==> src/rtl/operand_loader_if.sv <==
// Bus for operand_loader: the operand input stream, the a/b pair sent to the
// gate, the gate's result coming back, and the held result/counter outputs.
interface operand_loader_if #(
  parameter int WIDTH = 8
);
  logic [WIDTH-1:0] din;
  logic             din_valid;
  logic             din_ready;
  logic [WIDTH-1:0] a;
  logic [WIDTH-1:0] b;
  logic             ab_valid;
  logic             ab_ready;
  logic [WIDTH-1:0] c_in;
  logic [WIDTH-1:0] result;
  logic             result_valid;
  logic [7:0]       op_count;

  // slave: the loader itself; master: operand source, gate and result sink
  modport slave (
    input  din, din_valid, ab_ready, c_in,
    output din_ready, a, b, ab_valid, result, result_valid, op_count
  );
  modport master (
    output din, din_valid, ab_ready, c_in,
    input  din_ready, a, b, ab_valid, result, result_valid, op_count
  );
endinterface

==> src/rtl/operand_loader.sv <==
// Sequential front-end for the bitwise gate cores: loads a then b one word at
// a time, issues the pair downstream, and captures the gate result.
module operand_loader #(
  parameter int WIDTH = 8
) (
  input  logic            clk,
  input  logic            rst,
  input  logic            clear,
  operand_loader_if.slave bus
);
  typedef enum logic [1:0] {
    LOAD_A = 2'd0,
    LOAD_B = 2'd1,
    ISSUE  = 2'd2
  } state_t;

  state_t           state;
  logic [WIDTH-1:0] a_q;
  logic [WIDTH-1:0] b_q;
  logic [WIDTH-1:0] result_q;
  logic             result_valid_q;
  logic [7:0]       op_count_q;

  always_ff @(posedge clk) begin
    if (rst) begin
      state          <= LOAD_A;
      a_q            <= '0;
      b_q            <= '0;
      result_q       <= '0;
      result_valid_q <= 1'b0;
      op_count_q     <= '0;
    end else if (clear) begin
      // Abort: operands and last result are kept, handshakes this cycle are dropped.
      state          <= LOAD_A;
      result_valid_q <= 1'b0;
      op_count_q     <= '0;
    end else begin
      case (state)
        LOAD_A: if (bus.din_valid) begin
          a_q   <= bus.din;
          state <= LOAD_B;
        end
        LOAD_B: if (bus.din_valid) begin
          b_q   <= bus.din;
          state <= ISSUE;
        end
        ISSUE: if (bus.ab_ready) begin
          result_q       <= bus.c_in;
          result_valid_q <= 1'b1;
          op_count_q     <= op_count_q + 8'd1;
          state          <= LOAD_A;
        end
        default: state <= LOAD_A;
      endcase
    end
  end

  // Handshake outputs come from the state register only, never from the inputs.
  assign bus.din_ready    = (state != ISSUE);
  assign bus.ab_valid     = (state == ISSUE);
  assign bus.a            = a_q;
  assign bus.b            = b_q;
  assign bus.result       = result_q;
  assign bus.result_valid = result_valid_q;
  assign bus.op_count     = op_count_q;
endmodule

==> src/flat_wrapper.sv <==
// flat-port wrapper written by rule: the top's interface ports become plain ports
module operand_loader_flat 
#(
  parameter int WIDTH = 8
)
  (clk, rst, clear, bus_din, bus_din_valid, bus_ab_ready, bus_c_in, bus_din_ready, bus_a, bus_b, bus_ab_valid, bus_result, bus_result_valid, bus_op_count);
  operand_loader_if #(.WIDTH(WIDTH)) bus_i ();
  input  logic clk;
  input  logic rst;
  input  logic clear;
  input wire logic [$bits(bus_i.din)-1:0] bus_din;
  input wire logic [$bits(bus_i.din_valid)-1:0] bus_din_valid;
  input wire logic [$bits(bus_i.ab_ready)-1:0] bus_ab_ready;
  input wire logic [$bits(bus_i.c_in)-1:0] bus_c_in;
  output wire logic [$bits(bus_i.din_ready)-1:0] bus_din_ready;
  output wire logic [$bits(bus_i.a)-1:0] bus_a;
  output wire logic [$bits(bus_i.b)-1:0] bus_b;
  output wire logic [$bits(bus_i.ab_valid)-1:0] bus_ab_valid;
  output wire logic [$bits(bus_i.result)-1:0] bus_result;
  output wire logic [$bits(bus_i.result_valid)-1:0] bus_result_valid;
  output wire logic [$bits(bus_i.op_count)-1:0] bus_op_count;
  assign bus_i.din = bus_din;
  assign bus_i.din_valid = bus_din_valid;
  assign bus_i.ab_ready = bus_ab_ready;
  assign bus_i.c_in = bus_c_in;
  assign bus_din_ready = bus_i.din_ready;
  assign bus_a = bus_i.a;
  assign bus_b = bus_i.b;
  assign bus_ab_valid = bus_i.ab_valid;
  assign bus_result = bus_i.result;
  assign bus_result_valid = bus_i.result_valid;
  assign bus_op_count = bus_i.op_count;
  operand_loader #(.WIDTH(WIDTH)) u_core (.clk(clk), .rst(rst), .clear(clear), .bus(bus_i));
endmodule
==> config.mk <==
export PLATFORM = sky130hd
export DESIGN_NAME = operand_loader_flat
export DESIGN_NICKNAME = d
export VERILOG_FILES = /design/src/rtl/operand_loader_if.sv /design/src/rtl/operand_loader.sv /design/src/flat_wrapper.sv
export SDC_FILE = /design/constraint.sdc
export NUM_CORES = 1
export LEC_CHECK = 0
export CAP_MARGIN = 20
export CELL_PAD_IN_SITES_DETAIL_PLACEMENT = 0
export CELL_PAD_IN_SITES_GLOBAL_PLACEMENT = 2
export CORE_ASPECT_RATIO = 1.1
export CORE_MARGIN = 4
export CORE_UTILIZATION = 22
export CTS_CLUSTER_SIZE = 40
export DETAILED_ROUTE_END_ITERATION = 6
export PLACE_DENSITY_LB_ADDON = 0.25
export SETUP_SLACK_MARGIN = 0.5
export SLEW_MARGIN = 20
export SYNTH_ARGS = -nofsm -noshare
export SYNTH_HDL_FRONTEND = slang
export SYNTH_SLANG_ARGS = --single-unit
==> constraint.sdc <==
create_clock -name clk -period 1.28 [get_ports clk]
set_input_delay 0.256 -clock clk [delete_from_list [all_inputs] [get_ports clk]]
set_output_delay 0.256 -clock clk [all_outputs]
set_load 0.03 [all_outputs]
==> impl_metrics.tcl <==
set metrics [dict create \
    rsz0062_at_grt "yes" \
    path_delay_family "flip-flops" \
    final_nets 248 \
    outcome "complete, but fails checks" \
    synth_most_common_cell "sky130_fd_sc_hd__dfxtp_1" \
    ys.flop_type "sky130_fd_sc_hd__dfxtp_1" \
    violations_in_the_final_reports "negative setup slack" \
    crit_chain "buf_6 -> nand2b_4 -> inv_4 -> buf_6" \
    tritoncts "done" \
    yosys_warnings 0 \
    chipHeight_um 90.92 \
    ys_seq_area_share_pct 50.96 \
    slack_of_the_critical_path_ns -0.05829 \
    hold_depth 2 \
    synth_common_cells "sky130_fd_sc_hd__dfxtp_1, sky130_fd_sc_hd__nand2_1, sky130_fd_sc_hd__nor2_1" \
    worst_hold_path.endpoint "u_core.bus.result_valid$_SDFFE_PP0P_" \
    postRouteAntennaNets 0 \
    regToRegEndpoint "u_core.bus.a[4]$_SDFFE_PP0P_" \
    min-delay-start "u_core.bus.result_valid$_SDFFE_PP0P_" \
    regToRegSetupSlack_ns -0.05 \
    drive_gt1_share_pct 63.00 \
    worst-endpoint-arrival_ns 1.08 \
    vdd_ir_drop_max_mv 0.4392 \
    routed_wire_length_per_instance_um 13.16 \
    maximum_operating_frequency_ghz 0.7472 \
    finalWeightedCongestion 0.7382 \
    grt_pass1_vias 1393 \
    portBuffers 55 \
    number_of_synthesized_flops_with_an_enable_pin 0 \
    start_kind "flop" \
    library_cell_contributing_the_largest_single_delay_on_the_critical_path "sky130_fd_sc_hd__dfxtp_4" \
    final_period_minus_worst_setup_slack_ns 1.338 \
    timing_max_transition_violations_final 0 \
    critPathRequiredTime_ns 1.02 \
    die_area_mm2 0.007580 \
    drv_cap 0 \
    clock_skew_ns 0.002868 \
    cp_slowest_stage_delay_ns 0.37 \
    share_of_the_cycle_needed_by_the_critical_path_after_routing_pct 104.6 \
    post-place-ws_ns -0.5270 \
    n_antenna_cell 0 \
    number_of_vias_per_cell_after_detailed_routing 4.336 \
    yosys_register_bits 35 \
    global_routing_usage_summed_across_all_routing_layers_pct 10.42 \
    worst_path_most_repeated_cell "sky130_fd_sc_hd__buf_6" \
    timing.critical_path.fanout_max 7 \
    synth_area_mm2 0.001375 \
    synthTopCellsByArea "sky130_fd_sc_hd__dfxtp_1, sky130_fd_sc_hd__mux2i_1, sky130_fd_sc_hd__nand2_1" \
    clk_path_buf_depth 2 \
    most_area_hungry_cell_type_in_the_yosys_netlist "sky130_fd_sc_hd__dfxtp_1" \
    clk_root_buffer_cell "sky130_fd_sc_hd__clkbuf_8" \
    synthesis.nets 167 \
    path_buf_inv 3 \
    synth.avg_cell_area_um2 9.483 \
    setup-tns-final_ns -0.3543 \
    remaining_drc_errors 0 \
    path_class "flop to output port" \
    h-tree-depth 2 \
    power_density_of_the_placed_cells_mw_per_mm2 820.4 \
    grt_pass1_wl_mm 6.361 \
    chipWidth_um 83.38 \
    count_of_clock_tree_sinks 35 \
    finalSetupViolCount 10 \
    min-delay-path-class "flop to flop" \
    std_cell_rows 29 \
    area_delta_synth_final_pct 92.99 \
    async_reset_ff_share_pct 0 \
    synth_cells 145 \
    report.final.hold_viol_count 0 \
    clk_pin_slew_worst_paths_ns 0.07 \
    num_io_pins 56 \
    final_total_power_mw 2.177 \
    detailed_place.area_mm2 0.002102 \
    floorplan.initialDensity_pct 23.25 \
    worst_r2r_path_depth 4 \
    remaining_max_slew_budget_at_the_tightest_pin_pct 79.26 \
    vias 1318 \
    grt_antenna_before_repair 0 \
    first_pass_iters 4 \
    worstSkewPairLatency_ns 0.28 \
    drt_wl_total_mm 4.001 \
    synth_top_area_share_pct 50.96 \
    core-area_mm2 0.005914 \
    tritoncts.num_buffers 5 \
    globalRouteOverflowTotal 0 \
    worst_r2r_startpoint "u_core.state[0]$_SDFFE_PP0P_" \
    grt_max_degree 25 \
    cp-end-kind "output port" \
    hold_buffers_post_cts 0 \
    power_leakage_nw 1.028 \
    place_hpwl_mm 2.822 \
    synth.distinct_cells 30 \
    pin_slew_with_the_least_headroom_to_its_limit_ns 0.3112 \
    post-route-cell-area_mm2 0.002654 \
    drtIter0Drc 31 \
]
## kinds of logic (layout without fill, tap and decap cells)
| kind of cell | after synthesis | count (layout) | share of synthesized area [%] |
|---|---|---|---|
| and+or+nand+nor | 58 | 58 | 22.57 |
| DFF | 35 | 35 | 50.96 |
| AOI/OAI and AO/OA | 21 | 21 | 8.007 |
| muxes | 16 | 16 | 11.65 |
| buffers and inverters | 11 | 93 | 4.004 |
| xor gates and xnor gates | 3 | 3 | 1.911 |
| adders and majority gates | 1 | 1 | 0.9098 |
## how the worst max path moves through the flow
stage	start	to	slack, ns	depth (start not counted)
2_1_floorplan	u_core.state[0]$_SDFFE_PP0P_	u_core.bus.a[0]$_SDFFE_PP0P_	-0.05	5
3_3_place_gp	bus_ab_ready	u_core.bus.op_count[6]$_SDFFE_PP0P_	-0.45	4
3_5_place_dp	bus_ab_ready	u_core.bus.op_count[6]$_SDFFE_PP0P_	-0.53	4
4_1_cts	u_core.state[0]$_SDFFE_PP0P_	bus_ab_valid	-0.07	4
5_1_grt	u_core.state[0]$_SDFFE_PP0P_	bus_ab_valid	-0.11	4
6_report	u_core.state[0]$_SDFFE_PP0P_	bus_ab_valid	-0.06	4
## state kept, by name, summed over array words and instances (netlist names)
name / cells
u_core.bus.a: 8
u_core.bus.op_count: 8
u_core.bus.result: 8
u_core.bus.result_valid: 1
u_core.state: 2
u_core.bus.b: 8
## power by group
group          internal, mW  switching [mW]  total, mW
clock network         0.372           0.399      0.772
registers              1.08          0.0204       1.11
logic                 0.168           0.132      0.301
## placed cells by master, fill, tap and decap left out, drive strengths merged, types with 4 or more instances in the layout
master / n
nand2: 21
clkdlybuf4s50: 17
clkbuf: 5
a21oi: 15
dfxtp: 35
nor2: 18
mux2i: 16
o21ai: 4
buf: 63
## per-layer routing
metal / part of all wire [%] / global-route usage [%] / vias to the layer above
li1: - / - / 657
met2: 52 / 18.38 / 37
met5: 0 / 0 / -
met4: 1.4 / 3.270 / 0
met3: 7.8 / 5.201 / 5
met1: 39 / 10.80 / 619
## area by class of cell
type | count | area (um2)
clock inverters | 3 | 15.01
clock buffers | 5 | 68.82
flip-flops and latches | 35 | 782.0
inverters | 2 | 10.01
fillers | 587 | 3261
multi-input cells | 99 | 812.0
repair buffers | 83 | 869.6
well taps | 77 | 96.34
## worst register-to-register path: stages (launching register included)
cell	delay, ns
sky130_fd_sc_hd__dfxtp_4	0.37
sky130_fd_sc_hd__or4b_4	0.56
sky130_fd_sc_hd__buf_12	0.17
sky130_fd_sc_hd__nand2_2	0.07
sky130_fd_sc_hd__a21oi_2	0.04
## stage by stage
step | instances | hold slack (ns) | utilization [%]
2_1_floorplan | 145 | 0.3965 | -
3_3_place_gp | 284 | 0.4364 | 35.54
3_5_place_dp | 284 | 0.4409 | 35.54
4_1_cts | 300 | 0.4587 | 41.34
5_1_grt | 304 | 0.4842 | 44.87
6_report | 304 | 0.4556 | 44.87
## repair_timing
| action | CTS | global route |
|---|---|---|
| buffers inserted | 8 | 4 |
| pin swaps | 10 | 12 |
| endpoints found under the setup margin | 70 | 70 |
| resized for setup | 109 | 46 |
No activity file was read; power rests on OpenSTA's default activity.
